`src/rtl/inst_loader_pkg.sv`:
```
// Shared definitions for the instruction-memory loader.
//   state_e         : loader FSM states
//   BYTE_W          : width of one incoming program byte
//   BYTES_PER_WORD  : bytes assembled into one 32-bit word (little-endian)
//   WORD_W          : width of an assembled word
//   BYTE_CNT_W      : width of the byte-in-word counter
package inst_loader_pkg;

  typedef enum logic [1:0] {
    ST_IDLE = 2'd0,
    ST_LEN  = 2'd1,
    ST_DATA = 2'd2,
    ST_DONE = 2'd3
  } state_e;

  localparam int BYTE_W         = 8;
  localparam int BYTES_PER_WORD = 4;
  localparam int WORD_W         = BYTE_W * BYTES_PER_WORD;
  localparam int BYTE_CNT_W     = $clog2(BYTES_PER_WORD);

endpackage

```
`src/rtl/word_assembler.sv`:
```
// Collects bytes little-endian into 32-bit words. The first byte of a group
// lands in bits [7:0]. When the fourth byte is accepted, word_o carries the
// complete word and word_valid_o pulses in that same cycle.
//   clk_i        : clock
//   rst_i        : synchronous active-high reset
//   clear_i      : restart the byte count (start of a new load)
//   byte_valid_i : a byte handshake completes this cycle
//   byte_i       : the byte being accepted
//   word_o       : assembled word (valid only while word_valid_o is high)
//   word_valid_o : fourth byte of a group accepted this cycle
module word_assembler
  import inst_loader_pkg::*;
(
  input  logic              clk_i,
  input  logic              rst_i,
  input  logic              clear_i,
  input  logic              byte_valid_i,
  input  logic [BYTE_W-1:0] byte_i,
  output logic [WORD_W-1:0] word_o,
  output logic              word_valid_o
);

  localparam int SHIFT_W = WORD_W - BYTE_W;

  logic [SHIFT_W-1:0]    shift_q, shift_d;
  logic [BYTE_CNT_W-1:0] cnt_q, cnt_d;

  // The three earlier bytes sit in the shift register; the fourth is taken
  // straight from the input so the word is ready in the handshake cycle.
  assign word_o       = {byte_i, shift_q};
  assign word_valid_o = byte_valid_i && (cnt_q == BYTE_CNT_W'(BYTES_PER_WORD - 1));

  always_comb begin
    shift_d = shift_q;
    cnt_d   = cnt_q;
    if (clear_i) begin
      cnt_d = '0;
    end else if (byte_valid_i) begin
      // New bytes enter at the top so the oldest ends up in the low byte.
      shift_d = {byte_i, shift_q[SHIFT_W-1:BYTE_W]};
      cnt_d   = cnt_q + BYTE_CNT_W'(1);  // wraps 3 -> 0
    end
  end

  // NOTE: sequential state uses non-blocking assignments so every register
  // samples the pre-edge values; blocking here would create ordering races.
  always_ff @(posedge clk_i) begin
    if (rst_i) begin
      shift_q <= '0;
      cnt_q   <= '0;
    end else begin
      shift_q <= shift_d;
      cnt_q   <= cnt_d;
    end
  end

endmodule

```
`src/rtl/inst_mem_loader.sv`:
```
// Loads a program into instruction memory from a byte stream.
// A load starts with a 4-byte little-endian word count L, followed by L
// little-endian 32-bit words. Each word is written with a one-cycle strobe
// at word index 0..L-1. A zero or oversized count aborts with load_err.
//   cpu_clk, cpu_rst      : clock and synchronous active-high reset
//   start                 : pulse in IDLE to begin a load
//   byte_in_data/valid    : incoming byte stream
//   byte_in_ready         : high while the loader takes bytes (LEN, DATA)
//   dma_inst_mem_waddr    : word index of the write
//   dma_inst_mem_wdata    : assembled instruction word
//   inst_mem_write        : one-cycle write strobe
//   load_busy             : load in progress (holds the CPU)
//   load_done / load_err  : sticky status of the last load
module inst_mem_loader
  import inst_loader_pkg::*;
#(
  parameter int INST_WIDTH      = 32,
  parameter int INST_ADDR_WIDTH = 32,
  parameter int NUM_WORDS       = 128
) (
  input  logic                       cpu_clk,
  input  logic                       cpu_rst,
  input  logic                       start,
  input  logic [7:0]                 byte_in_data,
  input  logic                       byte_in_valid,
  output logic                       byte_in_ready,
  output logic [INST_ADDR_WIDTH-1:0] dma_inst_mem_waddr,
  output logic [INST_WIDTH-1:0]      dma_inst_mem_wdata,
  output logic                       inst_mem_write,
  output logic                       load_busy,
  output logic                       load_done,
  output logic                       load_err
);

  // Wide enough to hold NUM_WORDS itself, where the word counter saturates.
  localparam int CNT_W = $clog2(NUM_WORDS + 1);

  state_e                     state_q, state_d;
  logic [CNT_W-1:0]           len_q, len_d;
  logic [CNT_W-1:0]           word_cnt_q, word_cnt_d;
  logic                       write_q, write_d;
  logic [INST_ADDR_WIDTH-1:0] waddr_q, waddr_d;
  logic [INST_WIDTH-1:0]      wdata_q, wdata_d;
  logic                       done_q, done_d;
  logic                       err_q, err_d;

  logic                       byte_fire;
  logic                       load_start;
  logic [WORD_W-1:0]          asm_word;
  logic                       asm_word_valid;
  logic                       len_bad;

  assign byte_in_ready = (state_q == ST_LEN) || (state_q == ST_DATA);
  assign load_busy     = (state_q != ST_IDLE);
  assign byte_fire     = byte_in_valid && byte_in_ready;
  assign load_start    = (state_q == ST_IDLE) && start;
  assign len_bad       = (asm_word == '0) || (asm_word > WORD_W'(NUM_WORDS));

  // One assembler serves both phases: the length field and every data word.
  word_assembler u_word_assembler (
    .clk_i        (cpu_clk),
    .rst_i        (cpu_rst),
    .clear_i      (load_start),
    .byte_valid_i (byte_fire),
    .byte_i       (byte_in_data),
    .word_o       (asm_word),
    .word_valid_o (asm_word_valid)
  );

  // NOTE: every variable gets its default before the case statement so no
  // path leaves it unassigned, which would otherwise infer a latch.
  always_comb begin
    state_d    = state_q;
    len_d      = len_q;
    word_cnt_d = word_cnt_q;
    write_d    = 1'b0;
    waddr_d    = waddr_q;
    wdata_d    = wdata_q;
    done_d     = done_q;
    err_d      = err_q;

    unique case (state_q)
      ST_IDLE: begin
        if (start) begin
          done_d     = 1'b0;
          err_d      = 1'b0;
          word_cnt_d = '0;
          state_d    = ST_LEN;
        end
      end

      ST_LEN: begin
        if (asm_word_valid) begin
          if (len_bad) begin
            err_d   = 1'b1;
            state_d = ST_IDLE;
          end else begin
            len_d   = CNT_W'(asm_word);
            state_d = ST_DATA;
          end
        end
      end

      ST_DATA: begin
        if (asm_word_valid) begin
          // Address and data are registered with the strobe, so they are
          // stable for the whole strobe cycle.
          write_d = 1'b1;
          waddr_d = INST_ADDR_WIDTH'(word_cnt_q);
          wdata_d = INST_WIDTH'(asm_word);
          if (word_cnt_q != CNT_W'(NUM_WORDS)) begin
            word_cnt_d = word_cnt_q + CNT_W'(1);
          end
          if (word_cnt_q == len_q - CNT_W'(1)) begin
            state_d = ST_DONE;
          end
        end
      end

      ST_DONE: begin
        done_d  = 1'b1;
        state_d = ST_IDLE;
      end

      default: state_d = ST_IDLE;
    endcase
  end

  always_ff @(posedge cpu_clk) begin
    if (cpu_rst) begin
      state_q    <= ST_IDLE;
      len_q      <= '0;
      word_cnt_q <= '0;
      write_q    <= 1'b0;
      waddr_q    <= '0;
      wdata_q    <= '0;
      done_q     <= 1'b0;
      err_q      <= 1'b0;
    end else begin
      state_q    <= state_d;
      len_q      <= len_d;
      word_cnt_q <= word_cnt_d;
      write_q    <= write_d;
      waddr_q    <= waddr_d;
      wdata_q    <= wdata_d;
      done_q     <= done_d;
      err_q      <= err_d;
    end
  end

  assign inst_mem_write     = write_q;
  assign dma_inst_mem_waddr = waddr_q;
  assign dma_inst_mem_wdata = wdata_q;
  assign load_done          = done_q;
  assign load_err           = err_q;

endmodule

```
`config.mk`:
```
export PLATFORM = sky130hd
export DESIGN_NAME = inst_mem_loader
export DESIGN_NICKNAME = d
export VERILOG_FILES = /design/src/rtl/inst_loader_pkg.sv /design/src/rtl/word_assembler.sv /design/src/rtl/inst_mem_loader.sv
export SDC_FILE = /design/constraint.sdc
export NUM_CORES = 1
export LEC_CHECK = 0
export CAP_MARGIN = 25
export CORE_MARGIN = 4
export CORE_UTILIZATION = 46
export CTS_BUF_LIST = sky130_fd_sc_hd__clkbuf_4 sky130_fd_sc_hd__clkbuf_8 sky130_fd_sc_hd__clkbuf_16
export CTS_CLUSTER_SIZE = 20
export DETAILED_ROUTE_END_ITERATION = 16
export GPL_TIMING_DRIVEN = 0
export PLACE_DENSITY = 0.76
export SYNTH_ARGS = -nofsm -noshare
export SYNTH_HDL_FRONTEND = slang
export SYNTH_SLANG_ARGS = --single-unit
```
`constraint.sdc`:
```
create_clock -name cpu_clk -period 1.8 [get_ports cpu_clk]
set_input_delay 0.36 -clock cpu_clk [delete_from_list [all_inputs] [get_ports cpu_clk]]
set_output_delay 0.36 -clock cpu_clk [all_outputs]
set_load 0.1 [all_outputs]
```
==> results <==
==> logic make-up (layout without fill, tap and decap cells) <==
family | Yosys count | after routing | synth area share
other | 1 | 24 | 0.000996
XOR/XNOR | 18 | 18 | 0.0419
flip-flops | 87 | 87 | 0.462
adder cells (fa/ha/maj) | 8 | 8 | 0.0266
AO/OA/AOI/OAI | 102 | 102 | 0.150
buffers and inverters | 61 | 140 | 0.0870
AND/OR/NAND/NOR | 203 | 203 | 0.232
==> through the flow <==
stage	TNS [ns]	power (mW)	setup slack, ns	hold WS (ns)	instance area [µm²]
floorplan	-1.42	2.55	-0.207	0.457	3900
CTS	-2.04	4.10	-0.222	0.460	4950
detailed placement	-28.24	2.66	-0.659	0.448	4570
global route	-3.13	4.27	-0.309	0.324	5110
finish	-1.81	4.15	-0.196	0.332	5110
global placement	-25.85	2.65	-0.658	0.444	4570
==> sequential cells by signal, indices dropped and copies added, names as in the netlist, named ones only <==
signal,flops
inst_mem_write,1
dma_inst_mem_waddr,8
word_cnt_q,8
load_done,1
load_err,1
dma_inst_mem_wdata,32
u_word_assembler.cnt_q,2
state_q,1
len_q,8
u_word_assembler.shift_q,24
==> cells in the final DEF, fill, tap and decap left out, types with 4 or more instances in the layout <==
cell type,instances
sky130_fd_sc_hd__nor2_1,18
sky130_fd_sc_hd__buf_4,37
sky130_fd_sc_hd__clkdlybuf4s50_1,9
sky130_fd_sc_hd__clkbuf_8,10
sky130_fd_sc_hd__dfxtp_1,82
sky130_fd_sc_hd__clkdlybuf4s15_2,43
sky130_fd_sc_hd__clkbuf_1,9
sky130_fd_sc_hd__nand4_1,5
sky130_fd_sc_hd__xor2_1,9
sky130_fd_sc_hd__nor4_2,4
sky130_fd_sc_hd__o21ai_1,7
sky130_fd_sc_hd__inv_1,8
sky130_fd_sc_hd__ha_1,5
sky130_fd_sc_hd__nand3_1,6
sky130_fd_sc_hd__a21oi_1,73
sky130_fd_sc_hd__a21oi_2,4
sky130_fd_sc_hd__clkbuf_2,10
sky130_fd_sc_hd__nand2_1,143
sky130_fd_sc_hd__xnor2_1,9
sky130_fd_sc_hd__conb_1,24
==> metal layers <==
metal,up-vias,part of all wire,track usage,wire (µm)
met5,-,0,0,0
met4,0,0.019,0.0725,188
met3,20,0.053,0.0495,513
met2,97,0.52,0.350,5090
met1,1659,0.40,0.234,3930
li1,1739,-,-,-
==> power by group through the flow <==
| stage | combinational [mW] | clock [mW] | sequential (mW) |
|---|---|---|---|
| 3_5_place_dp | 0.636 | 0 | 2.02 |
| 6_report | 0.721 | 1.45 | 1.98 |
| 5_1_grt | 0.760 | 1.53 | 1.99 |
| 2_1_floorplan | 0.517 | 0 | 2.03 |
| 4_1_cts | 0.672 | 1.45 | 1.98 |
| 3_3_place_gp | 0.628 | 0 | 2.02 |
==> cell type report <==
type | count | area [µm²] | area share
Clock buffer | 10 | 138 | 0.0270
Multi-Input combinational cell | 355 | 1990 | 0.390
Timing Repair Buffer | 66 | 684 | 0.134
Inverter | 10 | 42.5 | 0.00833
Clock inverter | 6 | 72.6 | 0.0142
Sequential cell | 87 | 1760 | 0.344
Buffer | 48 | 297 | 0.0581
Tap cell | 102 | 128 | 0.0250
==> worst min-delay path by stage <==
stage                                        end  slack (ns)  cells after the start
finish              u_word_assembler.shift_q[22]        0.33                      3
global placement           dma_inst_mem_waddr[2]        0.44                      2
detailed placement        dma_inst_mem_wdata[15]        0.45                      2
floorplan              u_word_assembler.cnt_q[1]        0.46                      2
CTS                        dma_inst_mem_waddr[3]        0.46                      2
global route        u_word_assembler.shift_q[22]        0.32                      3
==> worst reg2reg max path, cell delays in order, from the launching register on <==
cell and delay (ns):
sky130_fd_sc_hd__dfxtp_4 0.36, sky130_fd_sc_hd__inv_4 0.08, sky130_fd_sc_hd__ha_4 0.13, sky130_fd_sc_hd__nor4b_4 0.18
sky130_fd_sc_hd__nand4_1 0.14, sky130_fd_sc_hd__or4b_4 0.56, sky130_fd_sc_hd__buf_6 0.17, sky130_fd_sc_hd__a32oi_1 0.18
sky130_fd_sc_hd__nor2_1 0.06
==> what timing repair did <==
action	in CTS	in global routing
hold buffers	0	0
resized for setup	160	42
cloned	1	0
pin swaps	17	16
hold endpoints to repair	0	0
endpoints found under the setup margin	124	76
setup buffers	6	4
==> impl_results.rst <==
.. list-table::
   :header-rows: 1

   * - Metric
     - Value
   * - Run status
     - complete, but fails checks
   * - Failing checks
     - setup timing
   * - Average routed wire per standard cell
     - 14.2 µm
   * - Fraction of registers with async set or reset after synthesis
     - 0
   * - Flip-flop and latch count after synthesis
     - 87
   * - Switching Power
     - 1.30 mW
   * - Post-placement cell count
     - 660
   * - Post-Synthesis Mean Instance Area
     - 7.85 µm²
   * - Sw frac
     - 0.313
   * - Number of synthesized flops with an enable pin
     - 0
   * - Filler instances
     - 683
   * - Number of global-route vias before repair
     - 3425
   * - Area grow syn2layout
     - 35.6%
   * - Standard-cell rows
     - 32
   * - Net total in the final layout
     - 597
   * - Final Cycle Share
     - 1.11
   * - Vertical extent of the die
     - 98.5 µm
   * - Width of the die
     - 98.5 µm
   * - Antenna violations before repair
     - 0
   * - Sequential share of the synthesized area
     - 0.462
   * - Buffer and inverter count on the worst path
     - 2
   * - Initial detailed-routing violation count
     - 168
   * - Max Fclk
     - 501 MHz
   * - Ratio of cells with drive above 1 in the final layout
     - 0.259
   * - Logic depth of the worst path, buffers included
     - 7
   * - Deepest level of the CTS H-tree
     - 3
   * - Total vias in the final route
     - 3515
   * - Worst slew slack as a fraction of its limit
     - 0.619
   * - Clock insertion delay at the later pin of the skew report
     - 0.37 ns
   * - Initial standard-cell utilization of the core
     - 0.480
   * - Synthesized instance count
     - 480
   * - Commonest cells in the netlist
     - 145 x sky130_fd_sc_hd__nand2_1, 87 x sky130_fd_sc_hd__dfxtp_1, 78 x sky130_fd_sc_hd__a21oi_1
   * - Non-Filler Instances
     - 684
   * - Final Routed Wirelength
     - 9720 µm
   * - Unrepaired setup endpoints after global routing
     - yes
   * - Startpoint-to-endpoint class of the critical path
     - input port to register
   * - Total overflow reported by the global router
     - 0
   * - Count of input and output buffers
     - 55
   * - Placeable core region
     - 0.00785 mm²
   * - Lkg Pwr
     - 1.85 nW
   * - Kind of cell adding the most delay to the critical path
     - simple AND/OR/NAND/NOR gates
   * - Antenna viol nets, final
     - 0
   * - Timing startpoint of the critical path
     - byte_in_data[1]
   * - Final weighted congestion of routability-driven global placement
     - 0.812
   * - Die Area
     - 0.00970 mm²
   * - Root cell of the clock tree
     - sky130_fd_sc_hd__clkbuf_8
   * - Number of design rule violations left after detail routing
     - 0
   * - Master of the slowest instance on the critical path
     - sky130_fd_sc_hd__or4b_4
   * - Cell type with the highest aggregate area in the netlist
     - sky130_fd_sc_hd__dfxtp_1
   * - Worst hold path startpoint
     - byte_in_data[6]
   * - Reg-to-reg endpoint
     - load_err
   * - Final WS setup
     - -0.196 ns
   * - Crit start category
     - input port
   * - Count of different cell masters after synthesis
     - 45
   * - GR Util All Layers
     - 0.199
   * - Dominant cells by area after synthesis
     - sky130_fd_sc_hd__dfxtp_1 46%, sky130_fd_sc_hd__nand2_1 14%, sky130_fd_sc_hd__a21oi_1 10%
   * - Final setup violation count
     - 11
   * - Internal power component
     - 2.85 mW
   * - Bufs on Longest Clock Path
     - 2
   * - Clock tree from TritonCTS
     - built
   * - Vias/cell
     - 5.14
   * - Number of violations of the max-capacitance limit
     - 0
   * - IO Pins
     - 81
   * - Number of sinks on the clock net
     - 87
   * - Crit path max fanout
     - 5
   * - Termination of the worst setup path
     - load_err
   * - Top_reg_cell synth
     - sky130_fd_sc_hd__dfxtp_1
   * - Global-route wire length before repair
     - 15800 µm
   * - Number of cells traversed by the worst register-to-register path
     - 8
   * - Pwr per Cell Area
     - 813 mW/mm²
   * - Reg-to-reg slack, setup
     - -0.18 ns
   * - Transition time at the pin with the least slew margin
     - 0.572 ns
   * - Worst-case clock skew
     - 0.0154 ns
   * - Total iterations of the first detailed-routing run
     - 6
   * - Final hold violations
     - 0
   * - Synth warn
     - 0
   * - Dpl hpwl
     - 6740 µm
   * - Worst VDD drop
     - 394 µV
   * - Max incr delay on CP
     - 0.56 ns
   * - Number of clock buffers inserted by TritonCTS
     - 9
   * - Comb power frac
     - 0.174
   * - Max-slew violations
     - 0
   * - Netlist Area Pre-Place
     - 0.00377 mm²
   * - CP cell instances
     - clkdlybuf4s50_1, nor4_2, nand4_1, or4b_4, buf_6, a32oi_1, nor2_1
   * - Clock transition time at the flip-flop clock pins of the worst setup and hold paths
     - 0.10 ns
   * - Worst path required time
     - 2.04 ns
   * - Final standard cell utilization of the core
     - 0.651
   * - Kind of path behind the tightest hold check
     - input port to register
   * - Fraction of synthesized cell area taken by the top area cell type
     - 0.462
   * - Share of power burned in registers
     - 0.478
   * - WP data arrival
     - 2.24 ns
   * - N_diodes
     - 0
   * - Period minus WS final
     - 2.00 ns
   * - Share of total power in the clock network
     - 0.348
   * - Most frequent cell after synthesis
     - sky130_fd_sc_hd__nand2_1
   * - Largest net degree at the start of global routing
     - 17
   * - Kind of capture point of the worst setup path
     - register
Power figures use the tool's default switching activity.
